--- src/rtl/jtag_tap_scan.sv ---
// IEEE 1149.1-style TAP: 16-state controller, IR, BYPASS/IDCODE/boundary-scan DRs.
// All state updates on rising TCK; TDO, TDO_EN and pins_out are combinational from the registers.
module jtag_tap_scan #(
    parameter int          IR_LEN     = 4,
    parameter int          BSR_LEN    = 8,
    parameter logic [31:0] IDCODE_VAL = 32'h1234_5001,
    parameter int          FSM_SIZE   = 4
) (
    input  logic                TCK,
    input  logic                TRST,
    input  logic                TMS,
    input  logic                TDI,
    output logic                TDO,
    output logic                TDO_EN,
    output logic [FSM_SIZE-1:0] state,
    output logic [IR_LEN-1:0]   ir_out,
    input  logic [BSR_LEN-1:0]  core_out,
    input  logic [BSR_LEN-1:0]  pins_in,
    output logic [BSR_LEN-1:0]  pins_out
);

    typedef enum logic [3:0] {
        S_EX2_DR = 4'h0,
        S_EX1_DR = 4'h1,
        S_SH_DR  = 4'h2,
        S_PAU_DR = 4'h3,
        S_SEL_IR = 4'h4,
        S_UPD_DR = 4'h5,
        S_CAP_DR = 4'h6,
        S_SEL_DR = 4'h7,
        S_EX2_IR = 4'h8,
        S_EX1_IR = 4'h9,
        S_SH_IR  = 4'hA,
        S_PAU_IR = 4'hB,
        S_RTI    = 4'hC,
        S_UPD_IR = 4'hD,
        S_CAP_IR = 4'hE,
        S_TLR    = 4'hF
    } tap_state_e;

    typedef enum logic [1:0] {
        DR_BYPASS,
        DR_IDCODE,
        DR_BSR
    } dr_sel_e;

    localparam logic [IR_LEN-1:0] OP_EXTEST  = '0;
    localparam logic [IR_LEN-1:0] OP_IDCODE  = IR_LEN'(1);
    localparam logic [IR_LEN-1:0] OP_SAMPLE  = IR_LEN'(2);
    localparam logic [IR_LEN-1:0] IR_CAPTURE = {{(IR_LEN-1){1'b0}}, 1'b1};

    tap_state_e          state_q, state_d;
    logic [IR_LEN-1:0]   ir_shift_q, ir_shift_d;
    logic [IR_LEN-1:0]   ir_out_q, ir_out_d;
    logic                bypass_q, bypass_d;
    logic [31:0]         idcode_q, idcode_d;
    logic [BSR_LEN-1:0]  bsr_shift_q, bsr_shift_d;
    logic [BSR_LEN-1:0]  bsr_upd_q, bsr_upd_d;
    dr_sel_e             dr_sel;

    always_ff @(posedge TCK) begin
        if (TRST) begin
            state_q     <= S_TLR;
            ir_out_q    <= OP_IDCODE;
            ir_shift_q  <= '0;
            bypass_q    <= 1'b0;
            idcode_q    <= '0;
            bsr_shift_q <= '0;
            bsr_upd_q   <= '0;
        end else begin
            state_q     <= state_d;
            ir_out_q    <= ir_out_d;
            ir_shift_q  <= ir_shift_d;
            bypass_q    <= bypass_d;
            idcode_q    <= idcode_d;
            bsr_shift_q <= bsr_shift_d;
            bsr_upd_q   <= bsr_upd_d;
        end
    end

    always_comb begin
        state_d = state_q;
        unique case (state_q)
            S_TLR:    state_d = TMS ? S_TLR    : S_RTI;
            S_RTI:    state_d = TMS ? S_SEL_DR : S_RTI;
            S_SEL_DR: state_d = TMS ? S_SEL_IR : S_CAP_DR;
            S_CAP_DR: state_d = TMS ? S_EX1_DR : S_SH_DR;
            S_SH_DR:  state_d = TMS ? S_EX1_DR : S_SH_DR;
            S_EX1_DR: state_d = TMS ? S_UPD_DR : S_PAU_DR;
            S_PAU_DR: state_d = TMS ? S_EX2_DR : S_PAU_DR;
            S_EX2_DR: state_d = TMS ? S_UPD_DR : S_SH_DR;
            S_UPD_DR: state_d = TMS ? S_SEL_DR : S_RTI;
            S_SEL_IR: state_d = TMS ? S_TLR    : S_CAP_IR;
            S_CAP_IR: state_d = TMS ? S_EX1_IR : S_SH_IR;
            S_SH_IR:  state_d = TMS ? S_EX1_IR : S_SH_IR;
            S_EX1_IR: state_d = TMS ? S_UPD_IR : S_PAU_IR;
            S_PAU_IR: state_d = TMS ? S_EX2_IR : S_PAU_IR;
            S_EX2_IR: state_d = TMS ? S_UPD_IR : S_SH_IR;
            S_UPD_IR: state_d = TMS ? S_SEL_DR : S_RTI;
            default:  state_d = S_TLR;
        endcase
    end

    // Unassigned opcodes fall back to BYPASS so the chain length stays defined.
    always_comb begin
        dr_sel = DR_BYPASS;
        if (ir_out_q == OP_IDCODE) begin
            dr_sel = DR_IDCODE;
        end else if (ir_out_q == OP_EXTEST || ir_out_q == OP_SAMPLE) begin
            dr_sel = DR_BSR;
        end
    end

    always_comb begin
        ir_shift_d  = ir_shift_q;
        ir_out_d    = ir_out_q;
        bypass_d    = bypass_q;
        idcode_d    = idcode_q;
        bsr_shift_d = bsr_shift_q;
        bsr_upd_d   = bsr_upd_q;
        case (state_q)
            S_CAP_IR: ir_shift_d = IR_CAPTURE;
            S_SH_IR: begin
                ir_shift_d             = ir_shift_q >> 1;
                ir_shift_d[IR_LEN-1]   = TDI;
            end
            S_UPD_IR: ir_out_d = ir_shift_q;
            S_CAP_DR: begin
                case (dr_sel)
                    DR_IDCODE: idcode_d    = IDCODE_VAL;
                    DR_BSR:    bsr_shift_d = pins_in;
                    default:   bypass_d    = 1'b0;
                endcase
            end
            S_SH_DR: begin
                case (dr_sel)
                    DR_IDCODE: begin
                        idcode_d     = idcode_q >> 1;
                        idcode_d[31] = TDI;
                    end
                    DR_BSR: begin
                        bsr_shift_d            = bsr_shift_q >> 1;
                        bsr_shift_d[BSR_LEN-1] = TDI;
                    end
                    default: bypass_d = TDI;
                endcase
            end
            S_UPD_DR: begin
                if (dr_sel == DR_BSR) begin
                    bsr_upd_d = bsr_shift_q;
                end
            end
            default: ;
        endcase
        // Falling into Test-Logic-Reset always restores the IDCODE instruction.
        if (state_d == S_TLR) begin
            ir_out_d = OP_IDCODE;
        end
    end

    always_comb begin
        TDO = 1'b0;
        if (state_q == S_SH_IR) begin
            TDO = ir_shift_q[0];
        end else if (state_q == S_SH_DR) begin
            case (dr_sel)
                DR_IDCODE: TDO = idcode_q[0];
                DR_BSR:    TDO = bsr_shift_q[0];
                default:   TDO = bypass_q;
            endcase
        end
    end

    assign TDO_EN   = (state_q == S_SH_IR) || (state_q == S_SH_DR);
    assign state    = FSM_SIZE'(state_q);
    assign ir_out   = ir_out_q;
    assign pins_out = (ir_out_q == OP_EXTEST) ? bsr_upd_q : core_out;

endmodule

--- config.mk ---
export PLATFORM = sky130hd
export DESIGN_NAME = jtag_tap_scan
export DESIGN_NICKNAME = d
export VERILOG_FILES = /design/src/rtl/jtag_tap_scan.sv
export SDC_FILE = /design/constraint.sdc
export NUM_CORES = 1
export LEC_CHECK = 0
export CAP_MARGIN = 5
export CORE_AREA = 2 2 73 103
export CTS_CLUSTER_SIZE = 40
export DETAILED_ROUTE_END_ITERATION = 16
export DIE_AREA = 0 0 75 105
export HOLD_SLACK_MARGIN = 0.15
export PLACE_DENSITY = 0.8
export SLEW_MARGIN = 10
export SYNTH_ARGS = -nofsm -noshare
export SYNTH_HDL_FRONTEND = slang
export SYNTH_SLANG_ARGS = --single-unit
--- constraint.sdc ---
create_clock -name TCK -period 1.5 [get_ports TCK]
set_input_delay 0.3 -clock TCK [delete_from_list [all_inputs] [get_ports TCK]]
set_output_delay 0.3 -clock TCK [all_outputs]
set_load 0.02 [all_outputs]
==> reports/metrics.yaml <==
timing:
  tightest_slew_ns: 0.307
  rsz0062_at_grt: "yes"
  skew_ns: 0.00776
  slew_viol_final: 0
  finalWorstSetupSlack_ns: -0.462
  finalSetupTns_ns: -12.03
  hold_viol: 0
  final.min_clock_period_ns: 1.96
  max_slew_margin_pct: 79.4
  period_share_pct: 131
  timing.fmax_ghz: 0.510
  setup_viol_count_final: 57
cts:
  cts.clk_slew.worst_paths_ns: 0.07
  numCtsBuffers: 9
  cts_root_buffer: "clkbuf_8"
  h-tree-depth: 3
  clock_latency_ns: 0.34
  clock-sinks: 61
  cts_buffer_depth: 2
  cts_tree: "yes"
critical_path:
  start_kind: "flip-flop"
  cp_top_family: "compound AO/OA/AOI/OAI gates"
  crit_path_end_kind: "primary output"
  crit_cells: 4
  worst-path-buf-inv: 1
  timing.rr.end: "idcode_q[28]"
  max_stage_delay_ns: 0.37
  ff2ff_path_depth: 5
  cpMaxStageDelayCell: "dfxtp_4"
  criticalPathCategory: "flip-flop to primary output"
  worstPathArrival_ns: 1.66
  reg2reg_slack_ns: -0.30
  crit_required_ns: 1.20
  reg2reg_from: "ir_out[1]"
  crit_fanout: 4
  path_cells: "a211o_4 > and2_4 > o311a_1 > buf_6"
  startpoint: "ir_out[1]"
  crit_path_end: "TDO"
placement:
  dp_cells: 452
  gp_congestion: 0.837
  place_hpwl_mm: 4.71
  post-place-ws_ns: -0.517
  port_buffers: 37
  postPlaceCellArea_um2: 3620
final_layout:
  fillerInstances: 500
  antenna_cells: 0
  syn2layout_area_growth_pct: 50.8
  drive_gt1_share_pct: 46.6
  final_core_util_pct: 66.7
  layoutNonFillerInstCount: 490
  final_area_um2: 4600
  nets: 410
outcome:
  status: "finished, violations left"
  violations: "setup timing"
min_path:
  min-delay-path-class: "primary input to flip-flop"
yosys:
  synth-edff-count: 0
  yosys_warnings: 0
  synthMostInstantiatedCell: "dfxtp_1"
  synth_top_area_share_pct: 40.1
  synth_common_cells: "dfxtp_1, a21oi_1, nand4b_1"
  syn_nets: 338
  synth_area_per_cell_um2: 9.58
  seq_area_frac_synth_pct: 40.1
  yosys.cell_types.count: 43
  synthTopCellsByArea: "dfxtp_1, a21oi_1, nand4b_1, mux2i_1, o21ai_1"
  synthFlopType: "dfxtp_1"
  synth_area_um2: 3050
  ys_async_sr_fraction_pct: 0
  synth-seq-cells: 61
  synth_top_cell_by_area: "dfxtp_1"
  postSynthCellCount: 318
power:
  leakage_nw: 1.66
  peakVddDrop_v: 0.000526
  power.density_nw_per_um2: 868
grt:
  grt_pass1_wl_mm: 13.8
  grt_max_degree: 35
  grt_pass1_vias: 2876
  grt_util_all_layers_pct: 22.6
  antenna_found_initial: 0
  grt-ovfl-total: 0
floorplan:
  rows: 36
  die_w_um: 75
  start_util_pct: 44.2
  coreArea_um2: 6890
  die-area_um2: 7880
  ioPinCount: 38
  dieHeight_um: 105
drt:
  wire_per_inst_um: 19.6
  drc: 0
  vias: 2966
  drt_iter0_drc: 117
  routed_wl_mm: 9.62
  ant_nets: 0
  dr.pass1.iters: 4
  vias_per_cell: 6.05
job:
  maxCapViolCount: 0
area by class of cell:
| class | count | area, µm² | area share [%] |
|---|---|---|---|
| Inverter | 2 | 7.51 | 0.163 |
| Timing Repair Buffer | 96 | 1100 | 23.9 |
| Clock inverter | 4 | 22.5 | 0.490 |
| Multi-Input combinational cell | 220 | 1950 | 42.4 |
| Tap cell | 95 | 119 | 2.59 |
| Sequential cell | 61 | 1240 | 27.1 |
| Clock buffer | 12 | 155 | 3.38 |
cell usage in the layout (no fill, tap or decap), drive strengths merged:
| cell | synthesis | final |
|---|---|---|
| a2111o | 1 | 1 |
| a211o | 2 | 2 |
| a211oi | 10 | 10 |
| a21bo | 1 | 1 |
| a21oi | 57 | 57 |
| and2 | 1 | 1 |
| and3b | 2 | 2 |
| buf | 21 | 67 |
| bufbuf | 0 | 1 |
| clkbuf | 14 | 15 |
| clkdlybuf4s15 | 0 | 7 |
| clkdlybuf4s50 | 0 | 18 |
| clkinv | 0 | 3 |
| clkinvlp | 0 | 1 |
| dfxtp | 61 | 61 |
| inv | 2 | 2 |
| mux2 | 8 | 8 |
| mux2i | 11 | 11 |
| nand2 | 10 | 10 |
| nand2b | 3 | 3 |
| nand3 | 12 | 12 |
| nand3b | 5 | 5 |
| nand4b | 24 | 24 |
| nor2 | 3 | 3 |
| nor2b | 3 | 3 |
| nor3 | 13 | 13 |
| nor3b | 2 | 2 |
| nor4 | 10 | 10 |
| nor4b | 1 | 1 |
| o21ai | 34 | 34 |
| o311a | 1 | 1 |
| or3 | 1 | 1 |
| or3b | 2 | 2 |
| or4 | 2 | 2 |
| or4b | 1 | 1 |
per-stage QoR:
stage,hold WS (ns),total power [mW]
global route,0.301,4.14
floorplan,0.418,2.15
detailed placement,0.466,2.39
CTS,0.275,3.86
finish,0.282,3.99
global placement,0.460,2.38
worst min-delay path by stage:
stage / from / to / slack, ns / depth (start not counted)
floorplan: TMS / state[0] / 0.42 / 1
global placement: idcode_q[31] / idcode_q[31] / 0.46 / 2
detailed placement: idcode_q[30] / idcode_q[30] / 0.47 / 2
CTS: TRST / ir_out[1] / 0.27 / 2
global route: TRST / bypass_q / 0.30 / 2
finish: TRST / bypass_q / 0.28 / 2
cell families (layout without fill, tap and decap cells):
logic type	count (synthesis)	count (layout)	synth area share, %
AO/OA/AOI/OAI	106	106	19.1
buffers and inverters	37	114	8.91
flip-flops	61	61	40.1
multiplexers	19	19	6.57
AND/OR/NAND/NOR	95	95	25.4
routing by layer:
layer / GRT usage [%] / up-vias / routed length [µm]
li1: - / 1342 / -
met4: 13.4 / 0 / 438
met3: 3.28 / 38 / 445
met5: 0 / - / 0
met1: 24.1 / 1480 / 3400
met2: 39.9 / 106 / 5340
power by group:
| group | switching (mW) | internal [mW] | leakage (nW) |
|---|---|---|---|
| clock | 0.661 | 0.682 | 0.0921 |
| sequential | 0.0251 | 1.64 | 0.494 |
| combinational | 0.496 | 0.485 | 1.07 |
| total | 1.18 | 2.81 | 1.66 |
registers in the layout, summed over array words and instances (netlist names):
name / flops
bypass_q: 1
ir_out: 4
state: 4
ir_shift_q: 4
idcode_q: 32
bsr_upd_q: 8
bsr_shift_q: 8
repair_timing:
| item | CTS | global route |
|---|---|---|
| hold buffers | 0 | 0 |
| setup endpoints to repair | 67 | 68 |
| resized for setup | 154 | 42 |
| buffers inserted | 2 | 15 |
| pin swaps | 20 | 27 |
| gates cloned | 5 | 4 |
Power figures use the tool's default switching activity.
